## src/rtl/mem_ctrl_pkg.sv

```systemverilog
// mem_ctrl shared types and constants.
// Width codes, query types, FSM states, sources.
package mem_ctrl_pkg;

  localparam logic [31:0] IO_BOUNDARY = 32'h0003_0000;

  localparam logic [1:0] WIDTH_BYTE = 2'd0;
  localparam logic [1:0] WIDTH_HALF = 2'd1;
  localparam logic [1:0] WIDTH_WORD = 2'd2;

  localparam logic Q_READ  = 1'b0;
  localparam logic Q_WRITE = 1'b1;

  typedef enum logic [1:0] {
    IDLE  = 2'd0,
    READ  = 2'd1,
    WRITE = 2'd2
  } state_t;

  typedef enum logic {
    SRC_LSB = 1'b0,
    SRC_IF  = 1'b1
  } src_t;

  // Code 3 is not a legal width; it falls back to a word.
  function automatic logic [2:0] byte_count(input logic [1:0] width);
    logic [2:0] n;
    unique case (width)
      WIDTH_BYTE: n = 3'd1;
      WIDTH_HALF: n = 3'd2;
      default:    n = 3'd4;
    endcase
    return n;
  endfunction

endpackage

```

## src/rtl/mem_ctrl_if.sv

```systemverilog
// Request/reply and RAM bus signals of mem_ctrl.
// slave = the controller, master = LSB/IF/RAM side.
interface mem_ctrl_if #(
  parameter int ADDR_WIDTH = 32
);

  logic [7:0]            mem_din;
  logic [7:0]            mem_dout;
  logic [ADDR_WIDTH-1:0] mem_a;
  logic                  mem_wr;

  logic                  lsb_query_en;
  logic                  lsb_query_type;
  logic [ADDR_WIDTH-1:0] lsb_query_addr;
  logic [1:0]            lsb_data_width;
  logic [31:0]           lsb_query_data;
  logic                  lsb_reply_en;
  logic [31:0]           lsb_reply_data;

  logic                  if_query_en;
  logic [ADDR_WIDTH-1:0] if_query_addr;
  logic                  if_reply_en;
  logic [31:0]           if_reply_data;

  modport slave (
    input  mem_din,
    output mem_dout, mem_a, mem_wr,
    input  lsb_query_en, lsb_query_type,
    input  lsb_query_addr, lsb_data_width,
    input  lsb_query_data,
    output lsb_reply_en, lsb_reply_data,
    input  if_query_en, if_query_addr,
    output if_reply_en, if_reply_data
  );

  modport master (
    output mem_din,
    input  mem_dout, mem_a, mem_wr,
    output lsb_query_en, lsb_query_type,
    output lsb_query_addr, lsb_data_width,
    output lsb_query_data,
    input  lsb_reply_en, lsb_reply_data,
    output if_query_en, if_query_addr,
    input  if_reply_en, if_reply_data
  );

endinterface

```

## src/rtl/mem_ctrl.sv

```systemverilog
// LSB/IF arbiter serialising accesses into
// byte-wide transactions on a synchronous RAM bus.
module mem_ctrl #(
  parameter int ADDR_WIDTH = 32,
  parameter logic [ADDR_WIDTH-1:0] IO_BOUNDARY =
    ADDR_WIDTH'(mem_ctrl_pkg::IO_BOUNDARY)
) (
  input  logic       clk_in,
  input  logic       rst_in,
  input  logic       rdy_in,
  input  logic       io_buffer_full,
  input  logic       flush_signal,
  mem_ctrl_if.slave  bus
);
  import mem_ctrl_pkg::*;

  state_t                state_q, state_d;
  src_t                  src_q, src_d;
  logic [2:0]            i_q, i_d;
  logic [2:0]            n_q, n_d;
  logic [ADDR_WIDTH-1:0] addr_q, addr_d;
  logic [ADDR_WIDTH-1:0] a_q, a_d;
  logic [31:0]           data_q, data_d;
  logic [31:0]           buf_q, buf_d;
  logic [7:0]            dout_q, dout_d;
  logic                  wr_q, wr_d;
  logic                  lrep_q, lrep_d;
  logic                  irep_q, irep_d;
  logic [31:0]           ldat_q, ldat_d;
  logic [31:0]           idat_q, idat_d;

  logic [2:0]  i_nx;
  logic [31:0] asm_w;
  logic        io_defer;
  logic        can_acc;
  logic        acc_lsb;
  logic        acc_if;

  assign i_nx = i_q + 3'd1;

  // Byte i-1 arrives on mem_din one cycle after its address.
  assign asm_w = buf_q |
    ({24'h0, bus.mem_din} << {i_q[1:0] - 2'd1, 3'b000});

  assign io_defer = (bus.lsb_query_type == Q_WRITE) &&
                    (bus.lsb_query_addr >= IO_BOUNDARY) &&
                    io_buffer_full;

  // A requester still sees its own pulse this cycle.
  assign can_acc = (state_q == IDLE) && !flush_signal &&
                   !lrep_q && !irep_q;
  assign acc_lsb = can_acc && bus.lsb_query_en && !io_defer;
  assign acc_if  = can_acc && !acc_lsb && bus.if_query_en;

  assign bus.mem_a          = a_q;
  assign bus.mem_dout       = dout_q;
  assign bus.mem_wr         = wr_q;
  assign bus.lsb_reply_en   = lrep_q;
  assign bus.lsb_reply_data = ldat_q;
  assign bus.if_reply_en    = irep_q;
  assign bus.if_reply_data  = idat_q;

  always_comb begin
    state_d = state_q;
    src_d   = src_q;
    i_d     = i_q;
    n_d     = n_q;
    addr_d  = addr_q;
    a_d     = a_q;
    data_d  = data_q;
    buf_d   = buf_q;
    dout_d  = dout_q;
    wr_d    = wr_q;
    lrep_d  = lrep_q;
    irep_d  = irep_q;
    ldat_d  = ldat_q;
    idat_d  = idat_q;
    if (rdy_in) begin
      lrep_d = 1'b0;
      irep_d = 1'b0;
      unique case (state_q)
        IDLE: begin
          wr_d  = 1'b0;
          a_d   = '0;
          i_d   = '0;
          buf_d = '0;
          if (acc_lsb) begin
            src_d  = SRC_LSB;
            addr_d = bus.lsb_query_addr;
            data_d = bus.lsb_query_data;
            n_d    = byte_count(bus.lsb_data_width);
            a_d    = bus.lsb_query_addr;
            if (bus.lsb_query_type == Q_WRITE) begin
              state_d = WRITE;
              wr_d    = 1'b1;
              dout_d  = bus.lsb_query_data[7:0];
            end else begin
              state_d = READ;
            end
          end else if (acc_if) begin
            src_d   = SRC_IF;
            addr_d  = bus.if_query_addr;
            n_d     = 3'd4;
            a_d     = bus.if_query_addr;
            state_d = READ;
          end
        end
        READ: begin
          if (flush_signal) begin
            state_d = IDLE;
            a_d     = '0;
          end else if (i_q == n_q) begin
            state_d = IDLE;
            a_d     = '0;
            if (src_q == SRC_LSB) begin
              lrep_d = 1'b1;
              ldat_d = asm_w;
            end else begin
              irep_d = 1'b1;
              idat_d = asm_w;
            end
          end else begin
            i_d = i_nx;
            if (i_q != 3'd0) buf_d = asm_w;
            if (i_nx < n_q)
              a_d = addr_q + ADDR_WIDTH'(i_nx);
            else
              a_d = '0;
          end
        end
        WRITE: begin
          if (!wr_q) begin
            wr_d = 1'b1;
          end else if (i_nx == n_q) begin
            state_d = IDLE;
            wr_d    = 1'b0;
            a_d     = '0;
            dout_d  = '0;
            lrep_d  = 1'b1;
            ldat_d  = '0;
          end else begin
            i_d    = i_nx;
            a_d    = addr_q + ADDR_WIDTH'(i_nx);
            dout_d = 8'(data_q >> {i_nx[1:0], 3'b000});
          end
        end
        default: state_d = IDLE;
      endcase
    end else begin
      // Stall: drop the strobe, restart reads from byte 0.
      wr_d = 1'b0;
      if (state_q == READ) begin
        i_d   = '0;
        a_d   = addr_q;
        buf_d = '0;
      end
    end
  end

  always_ff @(posedge clk_in or negedge rst_in) begin
    if (!rst_in) begin
      state_q <= IDLE;
      src_q   <= SRC_LSB;
      i_q     <= '0;
      n_q     <= '0;
      addr_q  <= '0;
      a_q     <= '0;
      data_q  <= '0;
      buf_q   <= '0;
      dout_q  <= '0;
      wr_q    <= 1'b0;
      lrep_q  <= 1'b0;
      irep_q  <= 1'b0;
      ldat_q  <= '0;
      idat_q  <= '0;
    end else begin
      state_q <= state_d;
      src_q   <= src_d;
      i_q     <= i_d;
      n_q     <= n_d;
      addr_q  <= addr_d;
      a_q     <= a_d;
      data_q  <= data_d;
      buf_q   <= buf_d;
      dout_q  <= dout_d;
      wr_q    <= wr_d;
      lrep_q  <= lrep_d;
      irep_q  <= irep_d;
      ldat_q  <= ldat_d;
      idat_q  <= idat_d;
    end
  end

endmodule
```

## src/flat_wrapper.sv

```systemverilog
// flat-port wrapper written by rule: the top's interface ports become plain ports
module mem_ctrl_flat import mem_ctrl_pkg::*;
#(
  parameter int ADDR_WIDTH = 32,
  parameter logic [ADDR_WIDTH-1:0] IO_BOUNDARY =
    ADDR_WIDTH'(mem_ctrl_pkg::IO_BOUNDARY)
)
  (clk_in, rst_in, rdy_in, io_buffer_full, flush_signal, bus_mem_din, bus_mem_dout, bus_mem_a, bus_mem_wr, bus_lsb_query_en, bus_lsb_query_type, bus_lsb_query_addr, bus_lsb_data_width, bus_lsb_query_data, bus_lsb_reply_en, bus_lsb_reply_data, bus_if_query_en, bus_if_query_addr, bus_if_reply_en, bus_if_reply_data);
  mem_ctrl_if #(.ADDR_WIDTH(ADDR_WIDTH)) bus_i ();
  input  logic clk_in;
  input  logic rst_in;
  input  logic rdy_in;
  input  logic io_buffer_full;
  input  logic flush_signal;
  input wire logic [$bits(bus_i.mem_din)-1:0] bus_mem_din;
  output wire logic [$bits(bus_i.mem_dout)-1:0] bus_mem_dout;
  output wire logic [$bits(bus_i.mem_a)-1:0] bus_mem_a;
  output wire logic [$bits(bus_i.mem_wr)-1:0] bus_mem_wr;
  input wire logic [$bits(bus_i.lsb_query_en)-1:0] bus_lsb_query_en;
  input wire logic [$bits(bus_i.lsb_query_type)-1:0] bus_lsb_query_type;
  input wire logic [$bits(bus_i.lsb_query_addr)-1:0] bus_lsb_query_addr;
  input wire logic [$bits(bus_i.lsb_data_width)-1:0] bus_lsb_data_width;
  input wire logic [$bits(bus_i.lsb_query_data)-1:0] bus_lsb_query_data;
  output wire logic [$bits(bus_i.lsb_reply_en)-1:0] bus_lsb_reply_en;
  output wire logic [$bits(bus_i.lsb_reply_data)-1:0] bus_lsb_reply_data;
  input wire logic [$bits(bus_i.if_query_en)-1:0] bus_if_query_en;
  input wire logic [$bits(bus_i.if_query_addr)-1:0] bus_if_query_addr;
  output wire logic [$bits(bus_i.if_reply_en)-1:0] bus_if_reply_en;
  output wire logic [$bits(bus_i.if_reply_data)-1:0] bus_if_reply_data;
  assign bus_i.mem_din = bus_mem_din;
  assign bus_mem_dout = bus_i.mem_dout;
  assign bus_mem_a = bus_i.mem_a;
  assign bus_mem_wr = bus_i.mem_wr;
  assign bus_i.lsb_query_en = bus_lsb_query_en;
  assign bus_i.lsb_query_type = bus_lsb_query_type;
  assign bus_i.lsb_query_addr = bus_lsb_query_addr;
  assign bus_i.lsb_data_width = bus_lsb_data_width;
  assign bus_i.lsb_query_data = bus_lsb_query_data;
  assign bus_lsb_reply_en = bus_i.lsb_reply_en;
  assign bus_lsb_reply_data = bus_i.lsb_reply_data;
  assign bus_i.if_query_en = bus_if_query_en;
  assign bus_i.if_query_addr = bus_if_query_addr;
  assign bus_if_reply_en = bus_i.if_reply_en;
  assign bus_if_reply_data = bus_i.if_reply_data;
  mem_ctrl #(.ADDR_WIDTH(ADDR_WIDTH), .IO_BOUNDARY(IO_BOUNDARY)) u_core (.clk_in(clk_in), .rst_in(rst_in), .rdy_in(rdy_in), .io_buffer_full(io_buffer_full), .flush_signal(flush_signal), .bus(bus_i));
endmodule
```

## config.mk

```make
export PLATFORM = sky130hd
export DESIGN_NAME = mem_ctrl_flat
export DESIGN_NICKNAME = d
export VERILOG_FILES = /design/src/rtl/mem_ctrl_pkg.sv /design/src/rtl/mem_ctrl_if.sv /design/src/rtl/mem_ctrl.sv /design/src/flat_wrapper.sv
export SDC_FILE = /design/constraint.sdc
export NUM_CORES = 1
export LEC_CHECK = 0
export ABC_AREA = 1
export BUFFER_PORTS_ARGS = -buffer_cell sky130_fd_sc_hd__buf_2
export CAP_MARGIN = 0
export CORE_ASPECT_RATIO = 0.6
export CORE_MARGIN = 2
export CORE_UTILIZATION = 55
export CTS_BUF_LIST = sky130_fd_sc_hd__clkbuf_16
export CTS_CLUSTER_DIAMETER = 80
export DETAILED_ROUTE_END_ITERATION = 10
export PLACE_DENSITY = 0.91
export SLEW_MARGIN = 20
export SYNTH_ARGS = -nofsm -noshare
export SYNTH_HDL_FRONTEND = slang
export SYNTH_SLANG_ARGS = --single-unit
```

## constraint.sdc

```tcl
create_clock -name clk_in -period 7 [get_ports clk_in]
set_input_delay 0.7 -clock clk_in [delete_from_list [all_inputs] [get_ports clk_in]]
set_output_delay 0.7 -clock clk_in [all_outputs]
set_load 0.02 [all_outputs]
```

==> run metrics <==
Power Density=409 mW/mm2; critical path arrival=5.43 ns; first-pass GRT wire length=55500 um; syn_area_per_cell=7.42 um2; Setup CP Type=flop to flop; synthesized net count=1656; final antenna-violating net count=0; most frequent CP cell=nand2_1; Least-Margin Pin Slew=1.04 ns; Overall Global Routing Usage=32.3%; Seq/Total Area, Yosys=46.8%; Worst setup SP type=flop; endpoint class of the critical path=flop; Yosys reg bits=212; DRC viols=0; CP Depth=14; Filler Cells Inserted=1726; Post-synth EDFFs=0; worst vdd ir=0.282 mV; pin count of the biggest net entering global routing=82; via count=11300; async set-reset flop share out of synthesis=100%; # IOs=221; Final Non-Filler Cells=1989; fmax=198 MHz; CP max stage delay=1.31 ns; Sum Neg Setup Slack=0 ns; outcome=finished, final reports clean; # hold bufs at CTS=0; share of post-route cells with drive strength above 1=17.3%; leakage power=6.98 nW; Fin. Hold Viols=0; slowest cell on the critical path=ha_1; warnings from Yosys=0; Initial Utilization=56.4%; Final period util=72.1%; clock-pin slew on the worst setup and hold paths=0.08 ns; vias per cell=5.67; final wirelength=35400 um; area grow syn2layout=15.8%; Placed Cells=1951; initial antenna violation count=2; worst-case clock buffer depth=3; most common cell after layout, fill and taps aside=nand2_1; worst hold margin=0.197 ns; R2R depth=14; grt ovf=0; Mapped Cells=1529; Finish-stage setup viols=0; core outline area=0.0201 mm2; Setup Fix Bufs, Post-CTS=0; Root Buffer=clkbuf_16; worst path cell trace=clkinv_1, ha_1, inv_1, fa_1, inv_1, nand3_1, nand2_1, nand4_1, nor2_1, nand2_1, nand4_1, nand3_1, nand2_1, nand2_1; vias in the first global route=10300; final RePlAce weighted congestion=1.03; worst-skew pair later-pin latency=0.51 ns; synthesized cell area=0.0113 mm2; fin nets=1829; crit path time final=5.05 ns; post-CTS sizing=0; worst clock skew=0.0290 ns; Worst path top cell family by delay=adder cells; die footprint=0.0218 mm2; DR iter-0 viols=1468; CTS H-tree lvls=1; WL/cell=17.8 um; Slew headroom=30.5%; Die Y=115 um; max cap viols=0; most frequent cells in the layout=nand2_1 (574), buf_2 (219), dfrtp_1 (212); critical path data required time=7.38 ns; # rows=40; RSZ-0062 raised after global routing=false; DP Area=0.0125 mm2; number of port buffers=220; CTS sink cnt=212; Slew Limit Fails=0; DR pass1 iterations=8; Post-synth top flop=dfrtp_1; Unique masters post-synth=36; CTS tree=yes; Min-Delay Path Class=input pin to async pin; post-route cell area=0.0131 mm2; TritonCTS buffer count=20; placed wire-length estimate=24600 um; crit path max fanout=30; DIE WIDTH=189 um; Crit path buffers/inverters=3
## worst register-to-register path: cells and delay by family (launching register included)
kind / cells / cell delay (ns)
simple gates: 9 / 1.14
flops: 1 / 0.35
fa+ha+maj: 2 / 1.94
buf+inv: 3 / 1.51
## final timing paths
| check | startpoint | end | slack, ns |
|---|---|---|---|
| max | u_core.i_q[0] | u_core.bus.mem_a[16] | 1.95 |
| min | rst_in | u_core.addr_q[14] | 0.20 |
| max reg2reg | u_core.i_q[0] | u_core.bus.mem_a[16] | 1.95 |
| min reg2reg | u_core.data_q[24] | u_core.data_q[24] | 0.47 |
| max in group asynchronous | rst_in | u_core.bus.if_reply_en | 5.50 |
| min in group clk_in | bus_lsb_query_data[12] | u_core.data_q[12] | 0.39 |
## Yosys cell counts (2+ instances only)
master | count | share of area, %
a21oi_1 | 48 | 2.1
nand2_1 | 574 | 19
mux2_2 | 24 | 2.4
inv_1 | 127 | 4.2
o31ai_1 | 3 | 0.20
buf_4 | 8 | 0.53
nand3b_1 | 3 | 0.20
nor2_2 | 3 | 0.17
a31oi_1 | 9 | 0.50
o21ai_0 | 121 | 5.3
nor3_1 | 2 | 0.088
buf_2 | 19 | 0.84
xor2_1 | 6 | 0.46
clkinv_1 | 2 | 0.066
nand2_2 | 3 | 0.17
nor2_1 | 66 | 2.2
ha_1 | 12 | 1.3
dfrtp_1 | 212 | 47
clkbuf_1 | 41 | 1.4
o21ai_1 | 23 | 1.0
o22ai_1 | 2 | 0.11
a22o_1 | 6 | 0.46
nand3_2 | 2 | 0.18
nand4_1 | 23 | 1.3
buf_1 | 7 | 0.23
inv_2 | 3 | 0.099
nand3_1 | 165 | 7.3
nor2_4 | 2 | 0.20
buf_6 | 5 | 0.50
a21oi_4 | 2 | 0.29
## stage by stage
step / util, % / power [mW] / worst slack, ns
2_1_floorplan: - / 3.53 / 3.84
3_3_place_gp: 62.1 / 4.20 / 2.48
3_5_place_dp: 62.1 / 4.28 / 2.27
4_1_cts: 65.0 / 5.30 / 2.20
5_1_grt: 65.3 / 5.72 / 1.70
6_report: 65.3 / 5.37 / 1.95
## power breakdown
part / switching (mW) / total, mW / leakage [nW] / internal, mW
clock: 0.466 / 1.01 / 0.301 / 0.539
sequential: 0.319 / 2.00 / 2.77 / 1.68
combinational: 1.67 / 2.37 / 3.91 / 0.705
total: 2.45 / 5.37 / 6.98 / 2.92
## logic make-up (layout without fill, tap and decap cells)
family | Yosys count | count (layout) | synth area share (%)
buffers and inverters | 212 | 397 | 7.82
DFF | 212 | 212 | 46.8
xor gates and xnor gates | 7 | 7 | 0.540
adders and majority gates | 13 | 13 | 1.50
AOI/OAI and AO/OA | 217 | 217 | 10.2
other | 0 | 2 | 0
and+or+nand+nor | 844 | 844 | 30.8
muxes | 24 | 24 | 2.38
## cell type report
type | instances | area [um2] | share of cell area, %
clock inverter | 13 | 55.1 | 0.419
sequential | 212 | 5310 | 40.4
timing repair buffer | 231 | 1230 | 9.38
clock buffer | 21 | 526 | 4.00
antenna | 2 | 5.00 | 0.0381
inverter | 132 | 495 | 3.77
multi-input combinational | 1105 | 5180 | 39.4
tap | 273 | 342 | 2.60
## flip-flops by register name, summed over array words and instances (netlist names)
signal and flops:
u_core.addr_q 32, u_core.src_q 1, u_core.buf_q 32, u_core.bus.mem_wr 1, u_core.state_q 2, u_core.n_q 3, u_core.i_q 3, u_core.bus.if_reply_data 32
u_core.bus.lsb_reply_en 1, u_core.bus.if_reply_en 1, u_core.data_q 32, u_core.bus.mem_dout 8, u_core.bus.lsb_reply_data 32, u_core.bus.mem_a 32
## per-layer routing
metal / GRT usage [%] / routed length [um]
met1: 51.2 / 16400
met2: 44.8 / 14200
met3: 6.47 / 4160
met4: 8.17 / 668
met5: 0 / 11
Note: power is estimated with default switching activity, not from simulation.
